File: config.mk
export PLATFORM = sky130hd
export DESIGN_NAME = tlb_multiport
export DESIGN_NICKNAME = d
export VERILOG_FILES = /design/src/rtl/tlb_params.sv /design/src/rtl/tlb_multiport_match_encoder.sv /design/src/rtl/tlb_multiport.sv
export SDC_FILE = /design/constraint.sdc
export NUM_CORES = 2
export LEC_CHECK = 0
export BUFFER_PORTS_ARGS = -buffer_cell sky130_fd_sc_hd__buf_4
export CAP_MARGIN = 20
export CORE_AREA = 2 2 474 476
export DETAILED_ROUTE_END_ITERATION = 8
export DIE_AREA = 0 0 476 478
export GPL_TIMING_DRIVEN = 0
export PLACE_DENSITY_LB_ADDON = 0.05
export RECOVER_POWER = 25
export SLEW_MARGIN = 20
export SYNTH_ARGS = -nofsm -noshare
export SYNTH_HDL_FRONTEND = slang
export SYNTH_SLANG_ARGS = --single-unit
File: constraint.sdc
create_clock -name clock -period 3.4 [get_ports clock]
set_input_delay 0.68 -clock clock [delete_from_list [all_inputs] [get_ports clock]]
set_output_delay 0.68 -clock clock [all_outputs]
set_load 0.005 [all_outputs]
File: src/rtl/tlb_params.sv
// Shared types for the multi-port TLB: entry layout, search request/result and flush FSM states.
package tlb_params;

    localparam int VPN2_W    = 19;
    localparam int ASID_W    = 8;
    localparam int PFN_W     = 20;
    // Result index is sized for the largest legal TLB (64 entries) and zero-extended.
    localparam int IDX_MAX_W = 6;

    typedef struct packed {
        logic [PFN_W-1:0] pfn;
        logic [2:0]       c;
        logic             d;
        logic             v;
    } page_t;

    typedef struct packed {
        logic [VPN2_W-1:0] vpn2;
        logic [ASID_W-1:0] asid;
        logic              is_global;
        page_t             page0;
        page_t             page1;
    } tlb_request_t;

    typedef struct packed {
        logic [VPN2_W-1:0] vpn2;
        logic              is_odd_page;
        logic [ASID_W-1:0] asid;
    } search_request_t;

    typedef struct packed {
        logic                 found;
        logic [IDX_MAX_W-1:0] index;
        page_t                page;
    } search_result_t;

    typedef enum logic [1:0] {
        FLUSH_IDLE  = 2'd0,
        FLUSH_SWEEP = 2'd1,
        FLUSH_DONE  = 2'd2
    } flush_state_t;

    // Global entries survive an ASID flush; flush_all takes everything.
    function automatic logic flush_hits(input tlb_request_t e, input logic all,
                                        input logic [ASID_W-1:0] asid);
        return all | (~e.is_global & (e.asid == asid));
    endfunction

endpackage

File: src/rtl/tlb_multiport_match_encoder.sv
// Reduces one port's match vector to found / lowest matching index / multi-hit.
module tlb_match_encoder #(
    parameter int N     = 16,
    parameter int IDX_W = $clog2(N)
) (
    input  logic [N-1:0]     match,
    output logic             found,
    output logic [IDX_W-1:0] index,
    output logic             multi_hit
);

    assign found     = |match;
    // Clearing the lowest set bit leaves something only if two or more bits were set.
    assign multi_hit = |(match & (match - N'(1)));

    always_comb begin
        index = '0;
        for (int i = N - 1; i >= 0; i--) begin
            if (match[i]) index = IDX_W'(i);
        end
    end

endmodule

File: src/rtl/tlb_multiport.sv
// Parametrised TLB: N lookup ports with registered results, Random/Wired pair for TLBWR,
// and a one-entry-per-cycle ASID-selective flush engine.
module tlb_multiport
    import tlb_params::*;
#(
    parameter int  TLB_NUM      = 16,
    parameter int  SEARCH_PORTS = 2,
    localparam int IDX_W        = $clog2(TLB_NUM)
) (
    input  logic                               clock,
    input  logic                               reset_n,
    // Search: a port's request is taken on every edge where its search_valid is high; the
    // result appears one cycle later with result_valid. No backpressure exists.
    input  logic [SEARCH_PORTS-1:0]            search_valid,
    input  search_request_t [SEARCH_PORTS-1:0] search_request,
    output logic [SEARCH_PORTS-1:0]            result_valid,
    output search_result_t [SEARCH_PORTS-1:0]  search_result,
    output logic [SEARCH_PORTS-1:0]            multi_hit,
    input  logic                               write_enabled,
    input  logic                               write_random,
    input  logic [IDX_W-1:0]                   write_index,
    input  tlb_request_t                       write_data,
    input  logic                               wired_write,
    input  logic [IDX_W-1:0]                   wired_value,
    output logic [IDX_W-1:0]                   random_index,
    input  logic [IDX_W-1:0]                   read_index,
    output tlb_request_t                       read_data,
    output logic                               read_entry_valid,
    input  logic                               flush_request,
    input  logic                               flush_all,
    input  logic [ASID_W-1:0]                  flush_asid,
    output logic                               flush_busy,
    output logic                               flush_done,
    output flush_state_t                       flush_state
);

    localparam logic [IDX_W-1:0] LAST = IDX_W'(TLB_NUM - 1);

    tlb_request_t       entries [TLB_NUM];
    logic [TLB_NUM-1:0] entry_valid;

    flush_state_t       state_q, state_d;
    logic [IDX_W-1:0]   ptr_q;
    logic               flush_all_q;
    logic [ASID_W-1:0]  flush_asid_q;
    logic               sweep_clear;

    logic [IDX_W-1:0]   random_q, wired_q;
    logic [IDX_W-1:0]   wr_idx;

    // ---------------- flush FSM ----------------
    always_comb begin
        state_d     = state_q;
        sweep_clear = 1'b0;
        case (state_q)
            FLUSH_IDLE:  if (flush_request) state_d = FLUSH_SWEEP;
            FLUSH_SWEEP: begin
                sweep_clear = flush_hits(entries[ptr_q], flush_all_q, flush_asid_q);
                if (ptr_q == LAST) state_d = FLUSH_DONE;
            end
            FLUSH_DONE:  state_d = FLUSH_IDLE;
            default:     state_d = FLUSH_IDLE;
        endcase
    end

    always_ff @(posedge clock or negedge reset_n) begin
        if (!reset_n) begin
            state_q      <= FLUSH_IDLE;
            ptr_q        <= '0;
            flush_all_q  <= 1'b0;
            flush_asid_q <= '0;
        end else begin
            state_q <= state_d;
            if (state_q == FLUSH_IDLE && flush_request) begin
                ptr_q        <= '0;
                flush_all_q  <= flush_all;
                flush_asid_q <= flush_asid;
            end else if (state_q == FLUSH_SWEEP) begin
                ptr_q <= ptr_q + IDX_W'(1);
            end
        end
    end

    assign flush_busy  = (state_q == FLUSH_SWEEP);
    assign flush_done  = (state_q == FLUSH_DONE);
    assign flush_state = state_q;

    // ---------------- Random / Wired ----------------
    always_ff @(posedge clock or negedge reset_n) begin
        if (!reset_n) begin
            random_q <= LAST;
            wired_q  <= '0;
        end else if (wired_write) begin
            wired_q  <= wired_value;
            random_q <= LAST;
        end else if (random_q <= wired_q) begin
            random_q <= LAST;
        end else begin
            random_q <= random_q - IDX_W'(1);
        end
    end

    assign random_index = random_q;

    // ---------------- entry storage ----------------
    assign wr_idx = write_random ? random_q : write_index;

    // Write is applied after the sweep clear so a same-cycle write to the visited entry wins.
    always_ff @(posedge clock or negedge reset_n) begin
        if (!reset_n) begin
            for (int i = 0; i < TLB_NUM; i++) entries[i] <= '0;
            entry_valid <= '0;
        end else begin
            if (sweep_clear) entry_valid[ptr_q] <= 1'b0;
            if (write_enabled) begin
                entries[wr_idx]     <= write_data;
                entry_valid[wr_idx] <= 1'b1;
            end
        end
    end

    assign read_data        = entries[read_index];
    assign read_entry_valid = entry_valid[read_index];

    // ---------------- search ports ----------------
    logic [TLB_NUM-1:0] match     [SEARCH_PORTS];
    logic [SEARCH_PORTS-1:0] enc_found, enc_multi;
    logic [IDX_W-1:0]   enc_index [SEARCH_PORTS];
    search_result_t     res_d     [SEARCH_PORTS];

    always_comb begin
        for (int p = 0; p < SEARCH_PORTS; p++) begin
            for (int i = 0; i < TLB_NUM; i++) begin
                match[p][i] = entry_valid[i]
                            & (entries[i].vpn2 == search_request[p].vpn2)
                            & (entries[i].is_global | (entries[i].asid == search_request[p].asid));
            end
        end
    end

    for (genvar p = 0; p < SEARCH_PORTS; p++) begin : g_enc
        tlb_match_encoder #(.N(TLB_NUM), .IDX_W(IDX_W)) u_enc (
            .match     (match[p]),
            .found     (enc_found[p]),
            .index     (enc_index[p]),
            .multi_hit (enc_multi[p])
        );
    end

    always_comb begin
        for (int p = 0; p < SEARCH_PORTS; p++) begin
            res_d[p] = '0;
            if (enc_found[p]) begin
                res_d[p].found = 1'b1;
                res_d[p].index = IDX_MAX_W'(enc_index[p]);
                res_d[p].page  = search_request[p].is_odd_page ? entries[enc_index[p]].page1
                                                               : entries[enc_index[p]].page0;
            end
        end
    end

    always_ff @(posedge clock or negedge reset_n) begin
        if (!reset_n) begin
            result_valid  <= '0;
            search_result <= '0;
            multi_hit     <= '0;
        end else begin
            result_valid <= search_valid;
            for (int p = 0; p < SEARCH_PORTS; p++) begin
                if (search_valid[p]) begin
                    search_result[p] <= res_d[p];
                    multi_hit[p]     <= enc_multi[p];
                end
            end
        end
    end

endmodule

# ---- Word-level counts from Yosys, hierarchy flattened
# Cells that the tools add are included.
dict set report classes {
  reduce_logical 11
  n_lt_le_gt_ge 12
  n_bitwise 109
  n_mux 68
  add_sub_neg 4
  n_eq_ne 70
}
# op n
set op_table {}
lappend op_table {{78-bit binary-select mux with 4-bit select} 4}
lappend op_table {{1248-bit bitwise mux} 1}
lappend op_table {{19-bit equality test} 32}
lappend op_table {{78-bit demux with 4-bit select} 1}
lappend op_table {{8-bit equality test} 33}
lappend op_table {{78-bit two-way mux} 3}
lappend op_table {{50-bit two-way mux} 4}
lappend op_table {{4-bit two-way mux} 37}
lappend op_table {{59-bit two-way mux} 2}
lappend op_table {{1-bit AND} 65}
lappend op_table {{32-bit two-way mux} 2}
lappend op_table {{16-bit OR reduction} 4}
lappend op_table {{25-bit two-way mux} 2}
lappend op_table {{16-bit AND} 3}
lappend op_table {{1-bit OR} 33}
lappend op_table {{16-bit two-way mux} 2}
lappend op_table {{16-bit by 1-bit subtractor with 16-bit output, second input constant} 2}
lappend op_table {{5-bit greater-or-equal comparator, second input constant} 5}
lappend op_table {{4-bit inverter with 5-bit output} 5}
lappend op_table {{16-bit inverter} 1}
lappend op_table {{16-bit OR} 1}
lappend op_table {{4-bit by 5-bit less-than comparator with 1-bit output, second input constant} 3}
lappend op_table {{1-bit demux with 4-bit select} 2}
lappend op_table {{4-bit by 1-bit greater-or-equal comparator with 1-bit output, second input constant} 2}
lappend op_table {{other kinds (18)} 25}
dict set report totals {
  input_bits 163
  ff_bits 1355
}

# ---- Logic depth before layout (Yosys ltp)
dict set report depth {
  word_depth 25
  mapped_depth 18
  mapped_depth_nobuf 12
}

# ---- Hierarchy
# From an unflattened synthesis, not the netlist that was laid out.
dict set report hier_totals {
  hier_cells 5838
  hier_area_um2 83855.4
}
# mod cells_each area_per_inst_um2 instances
set by_module_without_submodules {}
lappend by_module_without_submodules {tlb_multiport 5732 83209.8 1}
lappend by_module_without_submodules {tlb_match_encoder 53 322.8 2}

# ---- Worst setup path before layout
# OpenSTA, ideal clock, no wires.
dict set report synth_path {
  path_type {input port to flip-flop}
  from {input search_request[19] in the netlist's numbering}
  to {register search_result[10] in the netlist's numbering}
  required_ns 3.258
  setup_slack_ns -0.768
  path_buffers 4
  t_arrival_ns 4.026
  stages 15
  setup_time_ns 0.142
  path_cell_list {clkbuf_1 buf_2 xnor2_1 nor4b_1 nand3_1 nor4_1 a211oi_1 nor3_1 o22a_1 buf_2 clkbuf_1 mux2_2 o221a_2 o22ai_1 o221ai_1}
}
dict set report synth_via {
  elab_chain_cells 25
  elab_cells_between_ends 71
  classes_between {16 x eq/ne; 21 x mux; 33 x bitwise; 1 x reduce/logical}
}
# item line_no
set synth_lines {}
lappend synth_lines {{start, declared} tlb_multiport.sv:15} ;# input search_request_t [SEARCH_PORTS-1:0] search_request,
lappend synth_lines {{19-bit equality test} tlb_multiport.sv:135} ;# & (entries[i].vpn2 == search_request[p].vpn2)
lappend synth_lines {{1-bit AND} tlb_multiport.sv:135}
lappend synth_lines {{1-bit AND} tlb_multiport.sv:136} ;# & (entries[i].is_global | (entries[i].asid == search_request[p].asid));
lappend synth_lines {{4-bit two-way mux (16 in a row)} tlb_multiport_match_encoder.sv:19} ;# if (match[i]) index = IDX_W'(i);
lappend synth_lines {{4-bit inverter with 5-bit output (not written as such)} {tlb_multiport.sv:156, tlb_multiport.sv:157}}
lappend synth_lines {{78-bit binary-select mux with 4-bit select} {tlb_multiport.sv:156, tlb_multiport.sv:157}}
lappend synth_lines {{50-bit two-way mux (not written as such) (2 in a row)} tlb_multiport.sv:157} ;# : entries[enc_index[p]].page0;
lappend synth_lines {{25-bit two-way mux} tlb_multiport.sv:156} ;# res_d[p].page = search_request[p].is_odd_page ? entries[enc_index[p]].page1
lappend synth_lines {{32-bit two-way mux (*)} tlb_multiport.sv:153} ;# if (enc_found[p]) begin
lappend synth_lines {{end signal, assigned by index} tlb_multiport.sv:171} ;# search_result[p] <= res_d[p];
lappend synth_lines {{end, declared} tlb_multiport.sv:17} ;# output search_result_t [SEARCH_PORTS-1:0] search_result,
# Mark *: on every way between the ends. The rest lies on a longest branch, timed or not. The select of a mux whose other input is x is not followed.
# A chain may end at the register's enable or synchronous reset.

# ---- Worst setup path in the final report
dict set report layout_path {
  from {register entries[137] in the netlist's numbering}
  to {register search_result[37] in the netlist's numbering}
}
dict set report layout_via {
  elab_chain_cells 24
  elab_cells_between_ends 25
  classes_between {1 x eq/ne; 20 x mux; 3 x bitwise; 1 x reduce/logical}
}
# item line_no
set layout_lines {}
lappend layout_lines {{start, declared} tlb_multiport.sv:39} ;# tlb_request_t entries [TLB_NUM];
lappend layout_lines {{start signal, assigned by index} tlb_multiport.sv:116} ;# entries[wr_idx] <= write_data;
lappend layout_lines {{19-bit equality test (*)} tlb_multiport.sv:135}
lappend layout_lines {{1-bit AND (*)} tlb_multiport.sv:135}
lappend layout_lines {{1-bit AND (*)} tlb_multiport.sv:136}
lappend layout_lines {{4-bit two-way mux (15 in a row)} tlb_multiport_match_encoder.sv:19}
lappend layout_lines {{4-bit inverter with 5-bit output (not written as such)} {tlb_multiport.sv:156, tlb_multiport.sv:157}}
lappend layout_lines {{78-bit binary-select mux with 4-bit select} {tlb_multiport.sv:156, tlb_multiport.sv:157}}
lappend layout_lines {{50-bit two-way mux (not written as such) (2 in a row)} tlb_multiport.sv:157}
lappend layout_lines {{25-bit two-way mux} tlb_multiport.sv:156}
lappend layout_lines {{32-bit two-way mux (*)} tlb_multiport.sv:153}
# Marks and branches as above.

==> metrics.md <==
| Metric | Value |
|---|---|
| Worst Tran Pin Value | `around 2.5 ns` |
| Cell depth of the worst hold path | `3` |
| Hpwl dp | `slightly above 400000 um` |
| Leak | `0.0453 uW` |
| WP data arrival | `between 5 and 6 ns` |
| P_sw | `~25000 uW` |
| Nets | `roughly 8500` |
| Worst reg2reg path depth | `16` |
| Commonest cells after routing, fill and taps aside | `mux2_2 (1292), dfrtp_1 (1225), xor2_1 (616)` |
| Hold Path Class | `in2reg` |
| Tot Pwr | `approximately 67000 uW` |
| Minimum clock period | `roughly 5 ns` |
| H-tree levels | `4` |
| CTS Buffer Depth | `3` |
| DRT Wirelength | `549000 um` |
| Register area share after synthesis | `0.381` |
| WHS Endpoint | `wired_q[2]` |
| DRC Markers | `3` |
| Die Y-Extent | `roughly 480 um` |
| Max Clock Skew | `approximately 0.041 ns` |
| Avg WL per Cell | `between 40 and 50 um` |
| Fin crit share | `1.47` |
| Met3 usage | `0.134` |
| Crit Path Max Fanout | `6` |
| FP Rows | `roughly 170` |
| Worst r2r src | `entries[137]` |
| Critical path type | `reg2reg` |
| Clk_lat worst skew | `0.86 ns` |
| FFs w/ async S/R, synth | `1.00` |
| P_int | `between 40000 and 50000 uW` |
| Fillers | `between 20000 and 25000` |
| Post-placement cell area | `96600 um2` |
| Global-route wire length before repair | `slightly above 700000 um` |
| Total Routing Usage GR | `0.472` |
| Mapped Area | `between 80000 and 90000 um2` |
| Final Core Density | `0.498` |
| CP required | `4.12 ns` |
| Number of setup violations in the final report | `about 1200` |
| Total number of yosys warnings | `0` |
| Core area | `~220000 um2` |
| Switching Share | `0.381` |
| Rel. slew slack | `-0.646` |
| Status | `finished with violations` |
| Initial Util | `0.397` |
| Met2 GRT Util | `0.679` |
| HP Start | `wired_value[2]` |
| Reg2reg setup slack | `-1.58 ns` |
| Peak supply drop | `slightly below 0.0005 V` |
| Via Count | `80100` |
| Pwr per Cell Area | `roughly 600 nW/um2` |
| Post-synth cell types | `84` |
| EDFF count, synth | `0` |
| GR peak layer | `met2` |
| GP Congestion | `roughly 1.1` |
| CP Capture Type | `register` |
| Reg-to-reg critical path endpoint | `search_result[37]` |
| Die area | `around 230000 um2` |
| Initial antenna violation count | `45` |
| CTS tree | `done` |
| Initial drt markers | `around 11000` |
| Failing checks | `DRC, capacitance limit, slew limit, setup timing` |
| Worst setup margin | `-1.58 ns` |
| Fmax achieved | `~0.20 GHz` |
| Startpoint types | `register` |
| IO Pins | `~320` |
| Total congestion overflow | `0` |
| Final Cell Area | `between 100000 and 150000 um2` |
| Combinational fraction of design power | `0.312` |
| Slowest stage cell, crit path | `nand4_1` |
| Commonest non-fill, non-tap cell in the layout | `mux2_2` |
| Via density | `6.95` |
| # clock sinks | `roughly 1400` |
| Max-cap violations | `1` |
| GR Layer Usage met1 | `0.571` |
| Layout area overhead | `25.4%` |
| Largest net degree at the start of global routing | `~140` |
| Horiz. Die Dim | `~480 um` |
| Flops & latches, synth | `~1400` |
| Routed Antenna Nets | `0` |
| Flop pwr share | `0.405` |
| Cells after Synth | `7634` |
| Crit path cell chain | `xor2_1, nor4_1, nand3_1, nor4_4, buf_4, o211ai_1, a31o_1, a21o_1, a21oi_4, buf_6, buf_12, buf_16, mux2i_1, a222oi_1, nand4_1, o31ai_1` |
| CTS Root Cell | `clkbuf_16` |
| DRT Pass-1 Iters | `9` |
| CP peak stage delay | `approximately 0.80 ns` |
| Num CTS Buffers | `approximately 170` |
| Syn_area_per_cell | `around 12 um2` |
| Clock share of power | `0.283` |
| Setup TNS Final | `-372.97 ns` |
| Top_reg_cell synth | `dfrtp_1` |
| Layout cell share with drive strength beyond 1 | `0.447` |
| Endpoints failing hold | `0` |
| Vias in the first global route | `around 76000` |
| CTS clk-pin slew, worst paths | `0.06 ns` |
| Pre-CTS worst setup slack | `-4.15 ns` |
| Slew Viols, Final | `95` |
| RSZ-0062 raised after global routing | `true` |
| Port Buffers | `around 250` |
[state kept, by name, indices dropped and copies added, names as in the netlist]
signal         count
ptr_q              4
wired_q            4
search_result     60
flush_all_q        1
entry_valid       16
entries         1248
flush_asid_q       8
flush_state        2
random_index       4
multi_hit          2
result_valid       2
[through the flow]
| stage | hold slack (ns) | instances |
|---|---|---|
| 6_report | 0.0455 | 11500 |
| 5_1_grt | 0.0407 | 11500 |
| 4_1_cts | 0.0132 | 11300 |
| 3_5_place_dp | 0.481 | 10900 |
| 3_3_place_gp | 0.483 | 10900 |
| 2_1_floorplan | 0.384 | 7637 |
[area by class of cell]
cell class / instances / area [um2] / share of cell area
plain buffers: 680 / 6240 / 0.0561
clock inverters: 47 / 657 / 0.00591
clock buffers: 249 / 4920 / 0.0442
flip-flops and latches: 1351 / 34000 / 0.305
inverters: 45 / 169 / 0.00152
multi-input cells: 5543 / 56000 / 0.503
repair buffers: 581 / 5460 / 0.0491
well taps: 2992 / 3740 / 0.0337
diodes: 39 / 97.6 / 0.000877
[per-layer routing]
layer,up-vias,share of wire
met1,41800,0.36
met4,10,0.12
met5,-,0.00010
met3,1900,0.10
met2,6105,0.42
li1,30300,-
[cells in the mapped netlist (all sizes together) (10+ instances only)]
master | n | share of area
dfrtp | 1347 | 0.38
mux2 | 1298 | 0.16
xor2 | 641 | 0.063
mux2i | 448 | 0.051
mux4 | 442 | 0.11
nand2 | 442 | 0.019
buf | 368 | 0.022
clkbuf | 330 | 0.014
nand3 | 256 | 0.014
nor4 | 255 | 0.018
xnor2 | 233 | 0.023
a21oi | 172 | 0.0099
nand4 | 132 | 0.0093
a31oi | 113 | 0.0080
a211oi | 102 | 0.0087
o21ai | 97 | 0.0055
nor2 | 96 | 0.0041
and3 | 79 | 0.0056
nor2b | 77 | 0.0054
nor3b | 70 | 0.0059
o221ai | 69 | 0.0068
or4 | 55 | 0.0047
nor3 | 53 | 0.0030
nand3b | 46 | 0.0039
inv | 45 | 0.0019
nor4b | 34 | 0.0034
nand4b | 32 | 0.0032
o221a | 30 | 0.0038
a22oi | 26 | 0.0022
o22ai | 26 | 0.0018
nand2b | 20 | 0.0014
and2 | 18 | 0.0013
a222oi | 15 | 0.0017
o22a | 14 | 0.0014
o2bb2ai | 14 | 0.0014
o31ai | 13 | 0.0011
a311oi | 12 | 0.0012
o32ai | 12 | 0.0012
a32oi | 10 | 0.00099
[power by group through the flow]
stage / logic (uW) / registers (uW) / clock network (uW)
floorplan: 12600 / 23600 / 0
global placement: 18200 / 26600 / 0
detailed placement: 18400 / 26700 / 0
CTS: 19500 / 26500 / 19000
global route: 21600 / 27200 / 19600
finish: 20800 / 27000 / 18900
[how the worst max path moves through the flow]
stage,start,to
2_1_floorplan,search_request[40],search_result[55]
3_3_place_gp,reset_n,entries[1006]
3_5_place_dp,search_request[21],search_result[7]
4_1_cts,entries[1067],search_result[41]
5_1_grt,entries[691],search_result[38]
6_report,entries[137],search_result[37]
[worst max-delay path: cells and delay by family (launching register included)]
family / cells / cell delay (ns)
simple gates: 4 / 1.57
compound gates: 6 / 1.72
xor+xnor: 1 / 0.22
buf+inv: 4 / 0.65
mux: 1 / 0.09
flops: 1 / 0.53
[logic make-up after synthesis]
group / Yosys count / synth area share
flops: 1351 / 0.381
compound gates: 784 / 0.0616
mux: 2188 / 0.328
xor+xnor: 874 / 0.0863
buf+inv: 743 / 0.0378
other cells: 1 / 0.0000423
simple gates: 1682 / 0.104
fa+ha+maj: 11 / 0.00150
[what timing repair did]
item                                    in CTS  in global routing
hold endpoints to repair                    93                  0
hold buffers                                 1                  0
pin swaps                                  182                248
endpoints found under the setup margin     480                591
gates cloned                                 3                  2
gates resized for setup                   1023                581
buffers inserted                           114                164
No activity file was read; power rests on OpenSTA's default activity.
